$ cat config.mk
export PLATFORM = sky130hd
export DESIGN_NAME = mmio_timer
export DESIGN_NICKNAME = d
export VERILOG_FILES = /design/src/rtl/mmio_timer_pkg.sv /design/src/rtl/timer_prescaler.sv /design/src/rtl/mmio_timer.sv
export SDC_FILE = /design/constraint.sdc
export NUM_CORES = 1
export LEC_CHECK = 0
export BUFFER_PORTS_ARGS = -buffer_cell sky130_fd_sc_hd__buf_2
export CAP_MARGIN = 20
export CORE_ASPECT_RATIO = 2
export CORE_MARGIN = 8
export CORE_UTILIZATION = 46
export CTS_BUF_LIST = sky130_fd_sc_hd__clkbuf_8
export CTS_CLUSTER_SIZE = 12
export DETAILED_ROUTE_END_ITERATION = 8
export GPL_TIMING_DRIVEN = 0
export PLACE_DENSITY = 0.7
export SETUP_SLACK_MARGIN = 0.3
export SYNTH_ARGS = -nofsm -noshare
export SYNTH_HDL_FRONTEND = slang
export SYNTH_HIERARCHICAL = 1
export SYNTH_SLANG_ARGS = --single-unit
$ cat constraint.sdc
create_clock -name clk -period 2.7 [get_ports clk]
set_clock_uncertainty 0.1 [all_clocks]
set_input_delay 0.54 -clock clk [delete_from_list [all_inputs] [get_ports clk]]
set_output_delay 0.54 -clock clk [all_outputs]
set_load 0.02 [all_outputs]
$ cat src/rtl/mmio_timer_pkg.sv
// Shared constants and register-select type for the memory-mapped timer.
package mmio_timer_pkg;

  localparam logic [4:0] ADDR_CTRL     = 5'h00;
  localparam logic [4:0] ADDR_PRESCALE = 5'h04;
  localparam logic [4:0] ADDR_COMPARE  = 5'h08;
  localparam logic [4:0] ADDR_COUNT    = 5'h0C;
  localparam logic [4:0] ADDR_STATUS   = 5'h10;

  localparam int CTRL_EN      = 0;
  localparam int CTRL_RELOAD  = 1;
  localparam int CTRL_IRQ_EN  = 2;
  localparam int STAT_MATCH   = 0;
  localparam int STAT_OVERRUN = 1;

  typedef enum logic [2:0] {
    SEL_CTRL,
    SEL_PRESCALE,
    SEL_COMPARE,
    SEL_COUNT,
    SEL_STATUS,
    SEL_NONE
  } reg_sel_e;

  function automatic reg_sel_e decode_sel(input logic [2:0] word);
    reg_sel_e s;
    s = SEL_NONE;
    unique case (1'b1)
      word == ADDR_CTRL[4:2]:     s = SEL_CTRL;
      word == ADDR_PRESCALE[4:2]: s = SEL_PRESCALE;
      word == ADDR_COMPARE[4:2]:  s = SEL_COMPARE;
      word == ADDR_COUNT[4:2]:    s = SEL_COUNT;
      word == ADDR_STATUS[4:2]:   s = SEL_STATUS;
      default:                    s = SEL_NONE;
    endcase
    return s;
  endfunction

endpackage

$ cat src/rtl/timer_prescaler.sv
// Divides the clock into ticks every prescale+1 enabled cycles.
module timer_prescaler #(
  parameter int PRESCALE_WIDTH = 16
) (
  input  logic                      clk,
  input  logic                      rst,
  input  logic                      en,
  input  logic                      clr,
  input  logic [PRESCALE_WIDTH-1:0] prescale,
  output logic                      tick
);

  logic [PRESCALE_WIDTH-1:0] cnt;

  assign tick = en && (cnt == prescale);

  always_ff @(posedge clk or posedge rst) begin
    if (rst) begin
      cnt <= '0;
    end else if (clr || tick) begin
      cnt <= '0;
    end else if (en) begin
      cnt <= cnt + PRESCALE_WIDTH'(1);
    end
  end

endmodule

$ cat src/rtl/mmio_timer.sv
// Memory-mapped compare timer: register file, match logic and interrupt.
module mmio_timer
  import mmio_timer_pkg::*;
#(
  parameter int PRESCALE_WIDTH = 16
) (
  input  logic        clk,
  input  logic        rst,
  input  logic [31:0] wd,
  input  logic [31:0] address,
  input  logic        we,
  input  logic        re,
  output logic [31:0] rd,
  output logic        irq
);

  logic [2:0]                ctrl, ctrl_d;
  logic [PRESCALE_WIDTH-1:0] prescale;
  logic [31:0]               compare;
  logic [31:0]               count, count_d;
  logic [1:0]                status, status_d;

  reg_sel_e sel;
  logic     wr_ctrl, wr_pre, wr_cmp, wr_cnt, wr_stat;
  logic     tick, hit, pclr;
  logic     unused_addr;

  assign unused_addr = ^{address[31:5], address[1:0]};

  assign sel     = decode_sel(address[4:2]);
  assign wr_ctrl = we && (sel == SEL_CTRL);
  assign wr_pre  = we && (sel == SEL_PRESCALE);
  assign wr_cmp  = we && (sel == SEL_COMPARE);
  assign wr_cnt  = we && (sel == SEL_COUNT);
  assign wr_stat = we && (sel == SEL_STATUS);

  // Phase restarts on a new prescale or a fresh enable.
  assign pclr = wr_pre || (wr_ctrl && wd[CTRL_EN] && !ctrl[CTRL_EN]);

  timer_prescaler #(
    .PRESCALE_WIDTH(PRESCALE_WIDTH)
  ) u_prescaler (
    .clk     (clk),
    .rst     (rst),
    .en      (ctrl[CTRL_EN]),
    .clr     (pclr),
    .prescale(prescale),
    .tick    (tick)
  );

  assign hit = tick && (count == compare);

  always_comb begin
    ctrl_d = ctrl;
    if (wr_ctrl) begin
      ctrl_d = wd[2:0];
    end else if (hit && !ctrl[CTRL_RELOAD]) begin
      ctrl_d[CTRL_EN] = 1'b0;
    end

    count_d = count;
    if (wr_cnt) begin
      count_d = wd;
    end else if (hit) begin
      count_d = ctrl[CTRL_RELOAD] ? 32'h0 : count;
    end else if (tick) begin
      count_d = count + 32'd1;
    end

    // Hardware set outranks a simultaneous write-1-to-clear.
    status_d[STAT_MATCH] = hit |
      (status[STAT_MATCH] & ~(wr_stat & wd[STAT_MATCH]));
    status_d[STAT_OVERRUN] = (hit & status[STAT_MATCH]) |
      (status[STAT_OVERRUN] & ~(wr_stat & wd[STAT_OVERRUN]));
  end

  always_ff @(posedge clk or posedge rst) begin
    if (rst) begin
      ctrl     <= '0;
      prescale <= '0;
      compare  <= '0;
      count    <= '0;
      status   <= '0;
      irq      <= 1'b0;
    end else begin
      ctrl     <= ctrl_d;
      count    <= count_d;
      status   <= status_d;
      irq      <= ctrl_d[CTRL_IRQ_EN] & status_d[STAT_MATCH];
      if (wr_pre) prescale <= wd[PRESCALE_WIDTH-1:0];
      if (wr_cmp) compare <= wd;
    end
  end

  always_comb begin
    rd = 32'h0;
    if (re) begin
      unique case (sel)
        SEL_CTRL:     rd = 32'(ctrl);
        SEL_PRESCALE: rd = 32'(prescale);
        SEL_COMPARE:  rd = compare;
        SEL_COUNT:    rd = count;
        SEL_STATUS:   rd = 32'(status);
        default:      rd = 32'h0;
      endcase
    end
  end

endmodule

==> flow_summary.toml <==
[floorplanning]
core_region_area_mm2 = 0.0130
die-area_mm2 = 0.0174
die_x_um = 97.3
ios = 101
fp.dieH_um = 179
initial_core_util_pct = 46.8
num_rows = 59

[clock_tree]
cts_root_buf = "clkbuf_8"
numCtsBuffers = 9
clkSinkCount = 102
clk_pin_slew_ps = 110
cts_tree = "done"
clock_latency_ps = 380
cts_buffer_depth = 2
htreeDepth = 3

[routing]
vias = 5212
ant_nets = 0
dr.pass1.iters = 7
drc = 0
wire_per_inst_um = 21.2
routed_wl_um = 18600
routed_via_density = 5.94
drtIter0Drc = 332

[placed_design]
dp.cells = 831
placed_cell_area_mm2 = 0.00674
dpl.hpwl_um = 14000
io_buffers = 70
gp_routability_congestion = 0.913
place_ws_ps = -580

[global_route]
grt_overflow = 0
grt_usage_pct = 21.1
grt_max_degree = 37
grt_pass1_wl_um = 28900
antenna_found_initial = 0
grt_pass1_vias = 5492

[sta]
tightest_slew_ps = 727
finalSetupTns_ps = 0
drv_slew = 0
final.min_clock_period_ps = 2540
max_freq_ghz = 0.394
maxSlewHeadroom_pct = 51.6
hold_violations = 0
worst_slack_ps = 162
rsz0062_at_grt = "true"
setup_violations = 0
fin_crit_sh_pct = 94.0

[pwr]
swShare_pct = 35.5
p_int_mw = 3.18
combPwrFrac_pct = 30.8
p_sw_mw = 1.75
power_density_mw_per_mm2 = 651
leakagePower_nw = 3.32
pwr-share-clk_pct = 24.4
p_seq_share_pct = 44.8
peakVddDrop_v = 0.000359

[logic_synthesis]
async_flop_share_pct = 100
netlist_area_mm2 = 0.00607
synth_cell_types = 51
ys_seq_elements = 102
synth_edf_count = 0
yosysSeqAreaShare_pct = 42.0
syn_nets = 677
synth_top_area_cell = "dfrtp_1"
synthFlopType = "dfrtp_1"
synth_area_leaders = "dfrtp_1 42%, mux2_2 12%, xor2_1 7.6%"
yosysWarnings = 6
synth_top_cell_area_share_pct = 42.0
netlist_instances = 607
avgSynthCellArea_um2 = 10.0

[finish]
multi_input_area_mm2 = 0.00361
antennaDiodeCount = 0
area_growth_pct = 24.7
layout-drive-gt1-share_pct = 38.9
final_area_mm2 = 0.00758
ff_latch_area_mm2 = 0.00256
fin_util_pct = 58.3
fillCellCount = 1093
num-nets-final = 790
fin_cells = 877

[critical_path]
crit_required_ps = 2880
cp_max_fo = 7
critPathArrivalTime_ps = 2720
start_kind = "flip-flop"
end_kind = "flip-flop"
path_class = "flip-flop to flip-flop"

[outcome]
status = "completed"

[hold_path]
hp-class = "primary input to asynchronous set/reset pin"

[run]
drv_cap = 0
## cells in the mapped netlist, types with 2 or more instances
library cell and instances:
a21o_1 5, a21oi_1 6, a221o_1 15, a22oi_1 21
a32o_1 2, and2_1 3, and3_1 7, and4_1 3
buf_1 3, buf_2 11, buf_4 3, clkbuf_1 21
dfrtp_1 102, ha_1 2, inv_1 11, mux2_2 63
mux2i_1 17, mux4_2 3, nand2_1 47, nand3_1 23
nand4_1 16, nor2_1 71, nor2b_1 5, nor3_1 11
nor3b_1 2, nor4_1 11, o211ai_1 5, o21a_1 2
o21ai_0 5, o21ai_1 2, o31a_1 2, o31ai_1 3
or2_2 4, or3_1 5, xnor2_1 27, xor2_1 53
## stage by stage
stage,hold slack [ps],power (mW)
6_report,64.4,4.93
5_1_grt,83.1,5.17
4_1_cts,65.0,4.83
3_5_place_dp,398,3.54
3_3_place_gp,378,3.47
2_1_floorplan,354,3.11
## power groups by stage
stage / Combinational [mW] / Sequential, mW / Clock [mW]
final: 1.52 / 2.21 / 1.20
after global routing: 1.63 / 2.26 / 1.28
after CTS: 1.42 / 2.19 / 1.22
after detailed placement: 1.32 / 2.23 / 0
after global placement: 1.27 / 2.20 / 0
after floorplan: 0.984 / 2.13 / 0
## state kept, by name (all words and copies together) (netlist names)
signal	cells
compare	32
count	32
ctrl	3
prescale	16
status	2
u_prescaler/cnt	16
irq	1
## worst paths after layout
check                                         start                       to  slack [ps]  cells after the start
setup / recovery           prescale[14]$_DFFE_PP0P_    count[17]$_DFFE_PP0P_         160                      9
hold / removal                                  rst  compare[14]$_DFFE_PP0P_          60                      2
setup reg to reg           prescale[14]$_DFFE_PP0P_    count[17]$_DFFE_PP0P_         160                      9
hold reg to reg                 status[1]$_DFF_PP0_      status[1]$_DFF_PP0_         440                      1
max in group asynchronous                       rst     count[0]$_DFFE_PP0P_        1640                      4
min in group clk                             wd[22]    count[22]$_DFFE_PP0P_         280                      3
## worst max-delay path, stage by stage, from the launching register on
cell	delay, ps
dfrtp_1	450
xor2_2	190
nor4_2	300
nand4_1	220
nor4_4	280
buf_6	160
o32ai_4	100
buf_6	200
a21o_1	150
a221o_1	280
## layout by cell type (no fill, tap or decap), drive strengths merged, types with 3 or more instances in the layout
| master | instances |
|---|---|
| a21o | 5 |
| a21oi | 6 |
| a221o | 15 |
| a22oi | 21 |
| and2 | 3 |
| and3 | 7 |
| and4 | 3 |
| buf | 122 |
| bufinv | 3 |
| clkbuf | 28 |
| dfrtp | 102 |
| inv | 13 |
| mux2 | 63 |
| mux2i | 17 |
| mux4 | 3 |
| nand2 | 48 |
| nand3 | 24 |
| nand4 | 17 |
| nor2 | 71 |
| nor2b | 5 |
| nor3 | 12 |
| nor4 | 12 |
| o211ai | 5 |
| o21ai | 7 |
| o31ai | 3 |
| or2 | 4 |
| or3 | 6 |
| xnor2 | 27 |
| xor2 | 53 |
## logic make-up (layout without fill, tap and decap cells)
family	Yosys count	after routing	synth area share (%)
mux	83	83	15.6
fa+ha+maj	2	2	0.412
flops	102	102	42.0
buf+inv	50	168	3.63
xor+xnor	80	80	11.5
simple gates	216	216	17.3
compound gates	74	74	9.47
## layout make-up
| class | count | share of cell area (%) |
|---|---|---|
| plain buffers | 39 | 3.58 |
| flip-flops and latches | 102 | 33.8 |
| well taps | 152 | 2.51 |
| inverters | 11 | 0.594 |
| repair buffers | 102 | 8.60 |
| clock buffers | 9 | 1.63 |
| multi-input cells | 455 | 47.6 |
| clock inverters | 7 | 1.67 |
## metal layers
layer | vias to the layer above | GRT usage [%] | share of wire, %
met5 | - | 0 | 0
met4 | 0 | 13.0 | 4.9
met3 | 63 | 3.72 | 3.0
met2 | 146 | 40.8 | 57
met1 | 2620 | 20.0 | 35
li1 | 2383 | - | -
## timing repair
action	CTS	global route
pin swaps	7	14
hold endpoints to repair	0	0
setup endpoints to repair	89	49
setup buffers	18	9
cloned	2	1
gates resized for setup	53	46
hold buffers	0	0
No activity file was read; power rests on OpenSTA's default activity.
